## src/rtl/ps2kb_pkg.sv

```systemverilog
// ps2kb_pkg: shared constants, decoder state type and the set-2 -> set-1
// scancode table for the PS/2-to-XT keyboard bridge.
//   KB_FA/KB_F0/KB_E0/KB_E1 : keyboard ACK, break prefix, extended prefixes
//   KB_F11                  : set-2 F11 make code (pause hotkey)
//   dec_state_t             : prefix-tracking decoder state
//   ps2_set2_to_xt()        : 256-entry translation (make codes only)
package ps2kb_pkg;

  localparam logic [7:0] KB_FA  = 8'hFA;
  localparam logic [7:0] KB_F0  = 8'hF0;
  localparam logic [7:0] KB_E0  = 8'hE0;
  localparam logic [7:0] KB_E1  = 8'hE1;
  localparam logic [7:0] KB_F11 = 8'h78;

  // DEC_EXT after E0, DEC_E1 inside the E1 (Pause) sequence.
  typedef enum logic [1:0] {
    DEC_IDLE = 2'd0,
    DEC_EXT  = 2'd1,
    DEC_E1   = 2'd2
  } dec_state_t;

  // Unmapped codes at or above 8'h90 pass through; unmapped codes below
  // that have no set-1 equivalent and become 8'h00.
  function automatic logic [7:0] ps2_set2_to_xt(input logic [7:0] c);
    logic [7:0] r;
    case (c)
      8'h01: r = 8'h43; 8'h03: r = 8'h3F; 8'h04: r = 8'h3D; 8'h05: r = 8'h3B;
      8'h06: r = 8'h3C; 8'h07: r = 8'h58; 8'h09: r = 8'h44; 8'h0A: r = 8'h42;
      8'h0B: r = 8'h40; 8'h0C: r = 8'h3E; 8'h0D: r = 8'h0F; 8'h0E: r = 8'h29;
      8'h11: r = 8'h38; 8'h12: r = 8'h2A; 8'h14: r = 8'h1D; 8'h15: r = 8'h10;
      8'h16: r = 8'h02; 8'h1A: r = 8'h2C; 8'h1B: r = 8'h1F; 8'h1C: r = 8'h1E;
      8'h1D: r = 8'h11; 8'h1E: r = 8'h03; 8'h21: r = 8'h2E; 8'h22: r = 8'h2D;
      8'h23: r = 8'h20; 8'h24: r = 8'h12; 8'h25: r = 8'h05; 8'h26: r = 8'h04;
      8'h29: r = 8'h39; 8'h2A: r = 8'h2F; 8'h2B: r = 8'h21; 8'h2C: r = 8'h14;
      8'h2D: r = 8'h13; 8'h2E: r = 8'h06; 8'h31: r = 8'h31; 8'h32: r = 8'h30;
      8'h33: r = 8'h23; 8'h34: r = 8'h22; 8'h35: r = 8'h15; 8'h36: r = 8'h07;
      8'h3A: r = 8'h32; 8'h3B: r = 8'h24; 8'h3C: r = 8'h16; 8'h3D: r = 8'h08;
      8'h3E: r = 8'h09; 8'h41: r = 8'h33; 8'h42: r = 8'h25; 8'h43: r = 8'h17;
      8'h44: r = 8'h18; 8'h45: r = 8'h0B; 8'h46: r = 8'h0A; 8'h49: r = 8'h34;
      8'h4A: r = 8'h35; 8'h4B: r = 8'h26; 8'h4C: r = 8'h27; 8'h4D: r = 8'h19;
      8'h4E: r = 8'h0C; 8'h52: r = 8'h28; 8'h54: r = 8'h1A; 8'h55: r = 8'h0D;
      8'h58: r = 8'h3A; 8'h59: r = 8'h36; 8'h5A: r = 8'h1C; 8'h5B: r = 8'h1B;
      8'h5D: r = 8'h2B; 8'h61: r = 8'h56; 8'h66: r = 8'h0E; 8'h69: r = 8'h4F;
      8'h6B: r = 8'h4B; 8'h6C: r = 8'h47; 8'h70: r = 8'h52; 8'h71: r = 8'h53;
      8'h72: r = 8'h50; 8'h73: r = 8'h4C; 8'h74: r = 8'h4D; 8'h75: r = 8'h48;
      8'h76: r = 8'h01; 8'h77: r = 8'h45; 8'h78: r = 8'h57; 8'h79: r = 8'h4E;
      8'h7A: r = 8'h51; 8'h7B: r = 8'h4A; 8'h7C: r = 8'h37; 8'h7D: r = 8'h49;
      8'h7E: r = 8'h46; 8'h83: r = 8'h41;
      default: r = (c >= 8'h90) ? c : 8'h00;
    endcase
    return r;
  endfunction

endpackage

```

## src/rtl/ps2kb_fifo.sv

```systemverilog
// ps2kb_fifo: synchronous FIFO, power-of-two depth, extra-bit pointers.
//   clock, reset (async, active-high)
//   flush          : empties the queue (wins over wr_en/rd_en)
//   wr_en, wr_data : write; caller must not write when full unless reading
//   rd_en, rd_data : read; rd_data is the head, valid when !empty
//   full, empty, level
module ps2kb_fifo #(
  parameter int DEPTH = 8,
  parameter int DW    = 8,
  localparam int AW   = $clog2(DEPTH)
) (
  input  logic          clock,
  input  logic          reset,
  input  logic          flush,
  input  logic          wr_en,
  input  logic [DW-1:0] wr_data,
  input  logic          rd_en,
  output logic [DW-1:0] rd_data,
  output logic          full,
  output logic          empty,
  output logic [AW:0]   level
);

  localparam logic [AW:0] PTR_ONE = {{AW{1'b0}}, 1'b1};

  logic [DW-1:0] r_mem [DEPTH];
  logic [AW:0]   r_wptr, r_rptr;

  always_ff @(posedge clock or posedge reset) begin
    if (reset) begin
      r_wptr <= '0;
      r_rptr <= '0;
    end else if (flush) begin
      r_wptr <= '0;
      r_rptr <= '0;
    end else begin
      if (wr_en) r_wptr <= r_wptr + PTR_ONE;
      if (rd_en) r_rptr <= r_rptr + PTR_ONE;
    end
  end

  always_ff @(posedge clock) begin
    if (wr_en) r_mem[r_wptr[AW-1:0]] <= wr_data;
  end

  assign rd_data = r_mem[r_rptr[AW-1:0]];
  assign empty   = (r_wptr == r_rptr);
  // Same slot, opposite wrap bit.
  assign full    = (r_wptr[AW] != r_rptr[AW]) && (r_wptr[AW-1:0] == r_rptr[AW-1:0]);
  assign level   = r_wptr - r_rptr;

endmodule

```

## src/rtl/ps2kb_xt_bridge.sv

```systemverilog
// ps2kb_xt_bridge: PS/2 set-2 byte stream -> queued XT set-1 keycodes with
// irq/clear handshake toward the 8255/PIC.
//   clock, reset (async, active-high)
//   rx_valid, rx_data, rx_error : framed bytes / error strobe from the PS/2 receiver
//   clear_keycode               : host acknowledge, drops irq and keycode
//   reset_keyboard              : soft reset, flushes queue and presents BAT_CODE
//   irq, keycode                : presented set-1 byte
//   fifo_level                  : queued entries behind the presented keycode
//   overflow                    : sticky, a byte was dropped on a full queue
//   pause_core                  : core-pause request
// Build option PS2KB_PAUSE_HOTKEY_EN: F11 becomes a pause toggle on its break
// code and is never forwarded; while paused, all other keys are swallowed.
module ps2kb_xt_bridge
  import ps2kb_pkg::*;
#(
  parameter int         FIFO_DEPTH   = 8,
  parameter logic [7:0] OVERRUN_CODE = 8'hFF,
  parameter logic [7:0] BAT_CODE     = 8'hAA
) (
  input  logic                        clock,
  input  logic                        reset,
  input  logic                        rx_valid,
  input  logic [7:0]                  rx_data,
  input  logic                        rx_error,
  input  logic                        clear_keycode,
  input  logic                        reset_keyboard,
  output logic                        irq,
  output logic [7:0]                  keycode,
  output logic [$clog2(FIFO_DEPTH):0] fifo_level,
  output logic                        overflow,
  output logic                        pause_core
);

  dec_state_t r_state, w_state_nxt;
  logic       r_brk, w_brk_nxt;
  logic       w_push;
  logic [7:0] w_push_data;
  logic [7:0] w_xl;
`ifdef PS2KB_PAUSE_HOTKEY_EN
  logic       r_pause, w_pause_nxt;
`endif

  logic       r_irq, r_ovf;
  logic [7:0] r_key;
  logic       w_full, w_empty, w_pop, w_wr, w_drop;
  logic [7:0] w_head;

  assign w_xl = ps2_set2_to_xt(rx_data);

  // Decoder next state and push request.
  always_comb begin
    w_state_nxt = r_state;
    w_brk_nxt   = r_brk;
    w_push      = 1'b0;
    w_push_data = 8'h00;
`ifdef PS2KB_PAUSE_HOTKEY_EN
    w_pause_nxt = r_pause;
`endif
    if (rx_error) begin
      w_push      = 1'b1;
      w_push_data = OVERRUN_CODE;
      w_brk_nxt   = 1'b0;
      w_state_nxt = DEC_IDLE;
    end else if (rx_valid) begin
`ifdef PS2KB_PAUSE_HOTKEY_EN
      if (r_pause && rx_data != KB_F0 && rx_data != KB_F11) begin
        w_brk_nxt   = 1'b0;
        w_state_nxt = DEC_IDLE;
      end else if (rx_data == KB_F11) begin
        if (r_brk) w_pause_nxt = ~r_pause;
        w_brk_nxt   = 1'b0;
        w_state_nxt = DEC_IDLE;
      end else
`endif
      begin
        case (rx_data)
          KB_FA: w_push = 1'b0;
          8'h00, 8'hFF: begin
            w_push      = 1'b1;
            w_push_data = OVERRUN_CODE;
            w_brk_nxt   = 1'b0;
            w_state_nxt = DEC_IDLE;
          end
          KB_F0: w_brk_nxt = 1'b1;
          KB_E0: begin
            w_push      = 1'b1;
            w_push_data = rx_data;
            w_state_nxt = DEC_EXT;
          end
          KB_E1: begin
            w_push      = 1'b1;
            w_push_data = rx_data;
            w_state_nxt = DEC_E1;
          end
          default: begin
            w_push      = 1'b1;
            w_push_data = w_xl | (r_brk ? 8'h80 : 8'h00);
            w_brk_nxt   = 1'b0;
            // Pause is E1 14 77; stay in DEC_E1 until the trailing 77.
            w_state_nxt = (r_state == DEC_E1 && rx_data == 8'h14) ? DEC_E1 : DEC_IDLE;
          end
        endcase
      end
    end
  end

  always_ff @(posedge clock or posedge reset) begin
    if (reset) begin
      r_state <= DEC_IDLE;
      r_brk   <= 1'b0;
    end else if (reset_keyboard) begin
      r_state <= DEC_IDLE;
      r_brk   <= 1'b0;
    end else begin
      r_state <= w_state_nxt;
      r_brk   <= w_brk_nxt;
    end
  end

`ifdef PS2KB_PAUSE_HOTKEY_EN
  // A soft keyboard reset leaves the pause request alone.
  always_ff @(posedge clock or posedge reset) begin
    if (reset)               r_pause <= 1'b0;
    else if (!reset_keyboard) r_pause <= w_pause_nxt;
  end
  assign pause_core = r_pause;
`else
  assign pause_core = 1'b0;
`endif

  // Pop is evaluated against the pre-push queue, so a same-cycle push is
  // never bypassed straight to keycode. A pop frees a slot for a push to a
  // full queue in the same cycle.
  assign w_pop  = !reset_keyboard && !clear_keycode && !r_irq && !w_empty;
  assign w_wr   = w_push && !reset_keyboard && (!w_full || w_pop);
  assign w_drop = w_push && !reset_keyboard && w_full && !w_pop;

  ps2kb_fifo #(.DEPTH(FIFO_DEPTH), .DW(8)) u_fifo (
    .clock   (clock),
    .reset   (reset),
    .flush   (reset_keyboard),
    .wr_en   (w_wr),
    .wr_data (w_push_data),
    .rd_en   (w_pop),
    .rd_data (w_head),
    .full    (w_full),
    .empty   (w_empty),
    .level   (fifo_level)
  );

  always_ff @(posedge clock or posedge reset) begin
    if (reset) begin
      r_irq <= 1'b0;
      r_key <= 8'h00;
      r_ovf <= 1'b0;
    end else if (reset_keyboard) begin
      r_irq <= 1'b1;
      r_key <= BAT_CODE;
      r_ovf <= 1'b0;
    end else begin
      if (clear_keycode) begin
        r_irq <= 1'b0;
        r_key <= 8'h00;
      end else if (w_pop) begin
        r_irq <= 1'b1;
        r_key <= w_head;
      end
      if (w_drop) r_ovf <= 1'b1;
    end
  end

  assign irq      = r_irq;
  assign keycode  = r_key;
  assign overflow = r_ovf;

endmodule

```

## config.mk

```make
export PLATFORM = sky130hd
export DESIGN_NAME = ps2kb_xt_bridge
export DESIGN_NICKNAME = d
export VERILOG_FILES = /design/src/rtl/ps2kb_pkg.sv /design/src/rtl/ps2kb_fifo.sv /design/src/rtl/ps2kb_xt_bridge.sv
export SDC_FILE = /design/constraint.sdc
export NUM_CORES = 1
export LEC_CHECK = 0
export BUFFER_PORTS_ARGS = -buffer_cell sky130_fd_sc_hd__buf_2
export CAP_MARGIN = 0
export CORE_MARGIN = 5
export CORE_UTILIZATION = 30
export CTS_CLUSTER_SIZE = 20
export DETAILED_ROUTE_END_ITERATION = 8
export PLACE_DENSITY = 0.42
export SLEW_MARGIN = 40
export SYNTH_ARGS = -nofsm -noshare
export SYNTH_HDL_FRONTEND = slang
export SYNTH_HIERARCHICAL = 1
export SYNTH_SLANG_ARGS = --single-unit
```

## constraint.sdc

```tcl
create_clock -name clock -period 9 [get_ports clock]
set_clock_uncertainty 0.1 [all_clocks]
set_input_delay 0.9 -clock clock [delete_from_list [all_inputs] [get_ports clock]]
set_output_delay 0.9 -clock clock [all_outputs]
set_load 0.03 [all_outputs]
```

==> impl_results.md, run 1 <==
- Run status: complete, no violations
- Mean Syn Cell Area: roughly 11 um^2
- Row count: 48
- # setup viols final: 0
- YS warnings: 6
- Area growth, synth to finish: 10.1%
- Post-cts resize count: 0
- CTS tree: done
- # Post-CTS Setup Buffers: 0
- Hold Vio Cnt, Final: 0
- Largest area contributor in the netlist: edfxtp_1
- Synthesized area: approximately 5300 um^2
- Post-route ant nets: 0
- Wirelength per Cell: approximately 22 um
- FF+latch area: 2400 um^2
- CTS buffer count: 9
- Drc violations: 0
- Via count: 4217
- First-pass GRT wire length: 24.3 mm
- Largest family of logic cells by synthesized area: simple AND/OR/NAND/NOR gates
- Total track usage: between 15 and 20%
- Synth Area in Simple Gates: a little over 20%
- Largest net degree at the start of global routing: between 40 and 50
- Post-synthesis adder-cell area fraction: 1.57%
- Initial antenna violation count: 0
- Share of the synthesized area in the top cell type: between 30% and 40%
- Register area share after synthesis: between 40% and 50%
- Hold-fix buffers, CTS: 0
- Yosys cell types: around 70
- H-Tree Depth: 3
- Ports: 29
- Setup CP Type: reg -> reg
- Rel. slew slack: a little under half
- Worst Tran Pin Value: around 800 ps
- GPL Wtd Cong: 0.908
- Xor/xnor share of the synthesized area: 2.33%
- CP endpoint kind: register
- VDD IR max: around 0.000078 V
- Ant diodes: 0
- Clk pin slew, worst setup/hold paths: approximately 60 ps
- CTS sink count: 83
- Achievable frequency: roughly 0.23 GHz
- Die area: a little over 20000 um^2
- Leakage: about 0.0020 uW
- Die height: roughly 140 um
- Mux cell area share after synthesis: under 10%
- Max_cap viols: 0
- Initial DRC count: about 410
- Port bufs: 27
- Unrepaired setup endpoints after global routing: no
- PD cells: 162 nW/um^2
- Critical path data arrival time: ~4300 ps
- Setup ws final: roughly 4600 ps
- Hold Crit Class: reg -> reg
- Total of fill cells in the finished design: 1747
- Setup TNS: 0 ps
- Worst EP required: just under 9000 ps
- DR pass1 iterations: 5
- Root Buffer: clkbuf_16
- Asr flop ratio synth: 22.9%
- Mapped Cells: 498
- Tmin final: approximately 4400 ps
- Post-DP HPWL: between 10 and 15 mm
- Vias in the first global route: 4053
- Multi-input gate area: about 2600 um^2
- Most common cell after layout, fill and taps aside: edfxtp_1
- Commonest non-fill, non-tap cells in the layout: edfxtp_1 (64), nand2_1 (54), nor2_1 (33)
- Setup crit start kind: register
- Slew Limit Fails: 0
- Fraction of the mapped netlist area in compound gates: 14.8%
- # nets final: between 500 and 600
- Die width: around 140 um
- Fraction of layout cells with a size suffix above 1: 14.7%
- Crit Path Max Fanout: 18
- Number of synthesized flops with an enable pin: 64
- Dpl ws: about 4600 ps
- Final worst path period share: between 40% and 50%
- Final wirelength: roughly 16 mm
- Top FF cell, synth: edfxtp_1
- CORE AREA: about 17000 um^2
- Flops & latches, synth: 83
- Worst-Skew Late Latency: between 300 and 400 ps
- Grt ovf: 0
- Largest cells by area after synthesis: edfxtp_1 (37%), dfrtp_1 (9.0%), mux4_1 (4.0%)
- Initial Util: between 30 and 40%
- Clk buf depth: 2
- Syn nets: 518
- Via density: 5.78
==> logic make-up after synthesis <==
logic type	count (synthesis)
buffers and inverters	54
other	1
AOI/OAI and AO/OA	113
DFF	83
xor gates and xnor gates	14
and+or+nand+nor	201
muxes	26
adders and majority gates	6
==> synthesized netlist by cell type (4+ instances only) <==
library cell,instances
edfxtp_1,64
xor2_1,7
nand3b_1,4
nor2_1,35
buf_4,10
dfrtp_1,19
nor3_1,23
o31a_1,4
mux4_2,8
nand3_1,15
xnor2_1,7
buf_2,17
o21bai_1,6
nor2b_1,14
o22ai_1,8
mux2i_1,10
nand2b_1,10
o211ai_1,4
mux4_1,8
and2_1,4
a21oi_1,20
inv_1,11
o32ai_1,6
nand4_1,7
a32oi_1,4
clkbuf_1,9
ha_1,5
nand2_1,54
a31oi_1,10
o21ai_0,17
==> through the flow <==
step	util, %	cell area (um^2)	total power, uW	hold WS, ps	instances
2_1_floorplan	-	5260	536	417	498
5_1_grt	33.6	5780	978	459	729
6_report	33.6	5780	938	422	729
3_5_place_dp	31.8	5480	577	416	714
3_3_place_gp	31.7	5460	579	402	714
4_1_cts	33.5	5780	951	425	729
==> worst max-delay path: stages (launching register included) <==
cell,delay [ps]
dfrtp_1,810
inv_1,170
ha_1,370
nand3_1,110
nor2_1,60
nor2_2,460
nand2_1,210
a211oi_1,740
nand2_1,330
nor2_1,660
==> layout make-up <==
class	instances	share of cell area, %
multi-input combinational	361	44.7
sequential	83	41.5
tap	225	4.87
clock buffer	9	3.89
timing repair buffer	32	2.99
clock inverter	6	1.25
inverter	13	0.844
==> metal layers <==
| metal | wire length [um] | global-route usage, % |
|---|---|---|
| met1 | 6750 | 21.5 |
| met2 | 7470 | 25.0 |
| met3 | 1210 | 3.09 |
| met4 | 261 | 3.80 |
| met5 | 0 | 0 |
==> report_power, final <==
group / internal, uW / switching (uW)
sequential: 428 / 5.99
combinational: 42.0 / 94.0
clock: 218 / 150
total: 688 / 250
==> final timing paths <==
| check | startpoint | endpoint | slack [ps] | cells past startpoint |
|---|---|---|---|---|
| max in group asynchronous | reset | keycode[3] | 7970 | 2 |
| min in group asynchronous | reset | u_fifo/r_wptr[0] | 430 | 2 |
| min | overflow | overflow | 420 | 2 |
| min reg2reg | overflow | overflow | 420 | 2 |
| max | u_fifo/r_rptr[2] | u_fifo/r_mem[1][1] | 4610 | 9 |
| max reg2reg | u_fifo/r_rptr[2] | u_fifo/r_mem[1][1] | 4610 | 9 |
==> flip-flops by register name, summed over array words and instances (netlist names) <==
register       count
irq                1
keycode            8
overflow           1
r_brk              1
u_fifo/r_mem      64
u_fifo/r_rptr      4
u_fifo/r_wptr      4
Power figures use the tool's default switching activity.
==> inputs of run 2 (changes only) <==
--- a/config.mk
+++ b/config.mk
@@ -5,6 +5,7 @@
 export SDC_FILE = /design/constraint.sdc
 export NUM_CORES = 1
 export LEC_CHECK = 0
+export ABC_AREA = 1
 export BUFFER_PORTS_ARGS = -buffer_cell sky130_fd_sc_hd__buf_2
 export CAP_MARGIN = 0
 export CORE_MARGIN = 5
==> constraint.sdc (replaced) <==
create_clock -name clock -period 4.4 [get_ports clock]
set_clock_uncertainty 0.1 [all_clocks]
set_input_delay 0.44 -clock clock [delete_from_list [all_inputs] [get_ports clock]]
set_output_delay 0.44 -clock clock [all_outputs]
set_load 0.03 [all_outputs]
==> run 2 against run 1 <==
Compared with the run above:
- non-clock buffer count fell by 2
- critical path depth did not move
- wire length rose by 18%
- sequential share of layout area fell by 1.4 points
- die area rose by 2.3%
- synthesized cell count rose by 56%
- clock power rose by 92%
- critical path type unchanged
- combinational power rose by 82%
- area after synthesis rose by 2.5%
- fmax rose by 28%
- cell count rose by 42%
- count of clock-buffer cells in the layout did not move
==> impl_results.md, run 2 <==
- Post-DP HPWL: 14.3 mm (+26%)
- P_int: 1320 uW (+91%)
- Synthesized area: 5390 um^2 (+2.5%)
- Hold Vio Cnt, Final: 0 (unchanged)
- Clk pin slew, worst setup/hold paths: 60 ps (about the same)
- VDD IR max: 0.000133 V (+70%)
- Flops & latches, synth: 83 (unchanged)
- CP endpoint kind: register
- Number of synthesized flops with an enable pin: 64 (unchanged)
- Share of the synthesized area in the top cell type: 35.7% (-0.90 points)
- Multi-input gate area: 2450 um^2 (-5.1%)
- R2R Path End: u_fifo/r_mem[0][3]
- Hold path endpoint: irq
- Total of fill cells in the finished design: 1924 (+10%)
- Slew Limit Fails: 0 (unchanged)
- CTS sink count: 83 (unchanged)
- Achievable frequency: 0.293 GHz (+28%)
- FF+latch area: 2400 um^2 (about the same)
- Worst Reg-to-Reg Cells: 9 (unchanged)
- GPL Wtd Cong: 0.979 (+7.9%)
- YS warnings: 6 (unchanged)
- Worst reg2reg setup slack: 980 ps (-3630 ps)
- Largest net degree at the start of global routing: 36 (-18%)
- Clk buf depth: 2 (unchanged)
- Setup TNS: 0 ps (unchanged)
- Initial Util: 30.2% (-0.29 points)
- CTS buffer count: 9 (unchanged)
- Power share of the clock group: 38.5% (-0.7 points)
- Worst-Skew Late Latency: 340 ps (about the same)
- Max_cap viols: 0 (unchanged)
- CTS tree: done
- Crit Path Max Fanout: 11 (-7)
- Psw: 517 uW (+110%)
- CORE AREA: 17800 um^2 (+3.5%)
- # Post-CTS Setup Buffers: 0 (unchanged)
- Final worst path period share: 77.7% (+29 points)
- Net Sw Frac: 28.2% (+1.5 points)
- Sequential power share: 47.9% (+1.6 points)
- Area growth, synth to finish: 11.1%
- Die width: 144 um (+1.2%)
- Largest cells by area after synthesis: edfxtp_1 (36%), nand2_1 (21%), dfrtp_1 (8.8%)
- CP cell instances: inv_1 -> ha_1 -> nand3_1 -> nor2_1 -> nor2_1 -> nand2_1 -> a21oi_1 -> nand2_1 -> nor2_1
- H-Tree Depth: 3 (unchanged)
- Vias in the first global route: 4880 (+20%)
- DR pass1 iterations: 7 (+2)
- Worst EP required: 4280 ps (-4580 ps)
- Leakage: 0.00301 uW (+53%)
- Tmin final: 3420 ps (-973 ps)
- Port bufs: 27 (unchanged)
- Comb pwr share: 13.5% (-1.0 points)
- Root Buffer: clkbuf_16
- Grt ovf: 0 (unchanged)
- Number of buffers and inverters on the critical path: 1 (unchanged)
- Die height: 144 um (+1.2%)
- Wirelength per Cell: 17.9 um (-17%)
- Largest area contributor in the netlist: edfxtp_1
- Setup crit start kind: register
- Fraction of layout cells with a size suffix above 1: 7.55% (-7.1 points)
- Most frequent cell after synthesis: nand2_1
- Asr flop ratio synth: 22.9% (unchanged)
- Top FF cell, synth: edfxtp_1
- Family with the most delay on the worst path: simple AND/OR/NAND/NOR gates
- Hold Crit Start: clear_keycode
- # nets final: 823 (+58%)
- Final wirelength: 18.6 mm (+18%)
- WHS Path Cells: 2 (unchanged)
- Register area share after synthesis: 44.5% (-1.1 points)
- Post-route ant nets: 0 (unchanged)
- Post-cts resize count: 0 (unchanged)
- Commonest non-fill, non-tap cells in the layout: nand2_1 (295), nor2_1 (115), inv_1 (100)
- Die area: 20700 um^2 (+2.3%)
- Hold-fix buffers, CTS: 1 (+1)
- Hold Crit Class: in -> reg
- Row count: 49 (+2.1%)
- Most frequent cells after synthesis: nand2_1 (295), nor2_1 (116), inv_1 (100)
- PD cells: 306 nW/um^2 (+89%)
- Ant diodes: 0 (unchanged)
- Final Power: 1830 uW (+95%)
- First-pass GRT wire length: 28.9 mm (+19%)
- Critical path's slowest cell: nor2_1
- Worst path most repeated cell: nor2_1
- Worst path max stage delay: 570 ps (-240 ps)
- Worst r2r src: u_fifo/r_rptr[2]
- # setup viols final: 0 (unchanged)
- Mapped Cells: 779 (+56%)
- Max FFs per register: 64 (unchanged)
- Final Non-Filler Cells: 1037 (+42%)
- Most common cell after layout, fill and taps aside: nand2_1
- Setup CP Type: reg -> reg
- Worst Tran Pin Value: 717 ps (-105 ps)
- Via count: 5120 (+21%)
- Initial DRC count: 554 (+34%)
- Via density: 4.94 (-15%)
- Mean Syn Cell Area: 6.92 um^2 (-34%)
- Initial antenna violation count: 0 (unchanged)
- Ports: 29 (unchanged)
- DP Cell Count: 1020 (+43%)
- Run status: complete, no violations
- Total track usage: 18.7% (+3.2 points)
- Rel. slew slack: 52.0% (+7.0 points)
- Syn nets: 799 (+54%)
- Drc violations: 0 (unchanged)
- Unrepaired setup endpoints after global routing: no
- Yosys cell types: 33 (-54%)
- Fin util: 33.5% (about the same)
- Critical path data arrival time: 3300 ps (-950 ps)
-- run 2: cell types whose count changed after synthesis, sizes merged, moves of 10 or more --
cell,delta
buf,-14
clkbuf,-10
inv,+95
mux2i,-10
mux4,-16
nand2,+243
nand2b,-10
nand3,+64
nor2,+86
nor2b,-15
nor3,-18
-- run 2: layout make-up --
cell class | count | share of cell area [%]
Sequential cell | 83 | 40.1
Clock inverter | 7 | 0.857
Timing Repair Buffer | 30 | 2.68
Multi-Input combinational cell | 571 | 41.0
Inverter | 108 | 6.86
Tap cell | 229 | 4.79
Clock buffer | 9 | 3.76
-- run 2: how the worst max path moves through the flow --
stage / cells past startpoint / slack, ps / end / startpoint
floorplan: 12 / 1500 / u_fifo/r_mem[7][0] / u_fifo/r_rptr[2]
global placement: 9 / 1040 / u_fifo/r_mem[4][2] / u_fifo/r_rptr[2]
detailed placement: 9 / 960 / u_fifo/r_mem[0][3] / u_fifo/r_rptr[2]
CTS: 9 / 950 / u_fifo/r_mem[6][7] / u_fifo/r_rptr[2]
global route: 9 / 480 / u_fifo/r_mem[6][7] / u_fifo/r_rptr[2]
finish: 9 / 980 / u_fifo/r_mem[0][3] / u_fifo/r_rptr[2]
-- run 2: stage by stage --
step	setup WS [ps]	area, um^2	hold WS (ps)
2_1_floorplan	1500	5390	156
3_3_place_gp	1040	5690	336
3_5_place_dp	964	5700	331
4_1_cts	952	5980	183
5_1_grt	482	5980	210
6_report	982	5980	198
-- run 2: kinds of logic (layout without fill, tap and decap cells) --
| kind of cell | after synthesis | after routing | share of synthesized area (%) |
|---|---|---|---|
| buffers and inverters | 125 | 154 | 10.1 |
| AND/OR/NAND/NOR | 516 | 516 | 39.0 |
| XOR/XNOR | 2 | 2 | 0.325 |
| AO/OA/AOI/OAI | 46 | 46 | 4.44 |
| adder cells (fa/ha/maj) | 6 | 6 | 1.53 |
| flip-flops | 83 | 83 | 44.5 |
| other | 1 | 1 | 0.0696 |
-- run 2: power by group through the flow --
stage	clock network [uW]	registers (uW)	logic, uW
floorplan	0	901	147
global placement	0	895	251
detailed placement	0	895	247
CTS	728	878	248
global route	754	880	275
finish	706	878	248
-- run 2: per-layer routing --
| layer | up-vias | wire length [um] | part of all wire [%] | global-route usage (%) |
|---|---|---|---|---|
| met5 | - | 0 | 0 | 0 |
| met1 | 2348 | 8800 | 47 | 28.1 |
| li1 | 2506 | - | - | - |
| met3 | 30 | 1580 | 8.5 | 3.44 |
| met2 | 236 | 7710 | 42 | 26.8 |
| met4 | 0 | 492 | 2.6 | 6.34 |
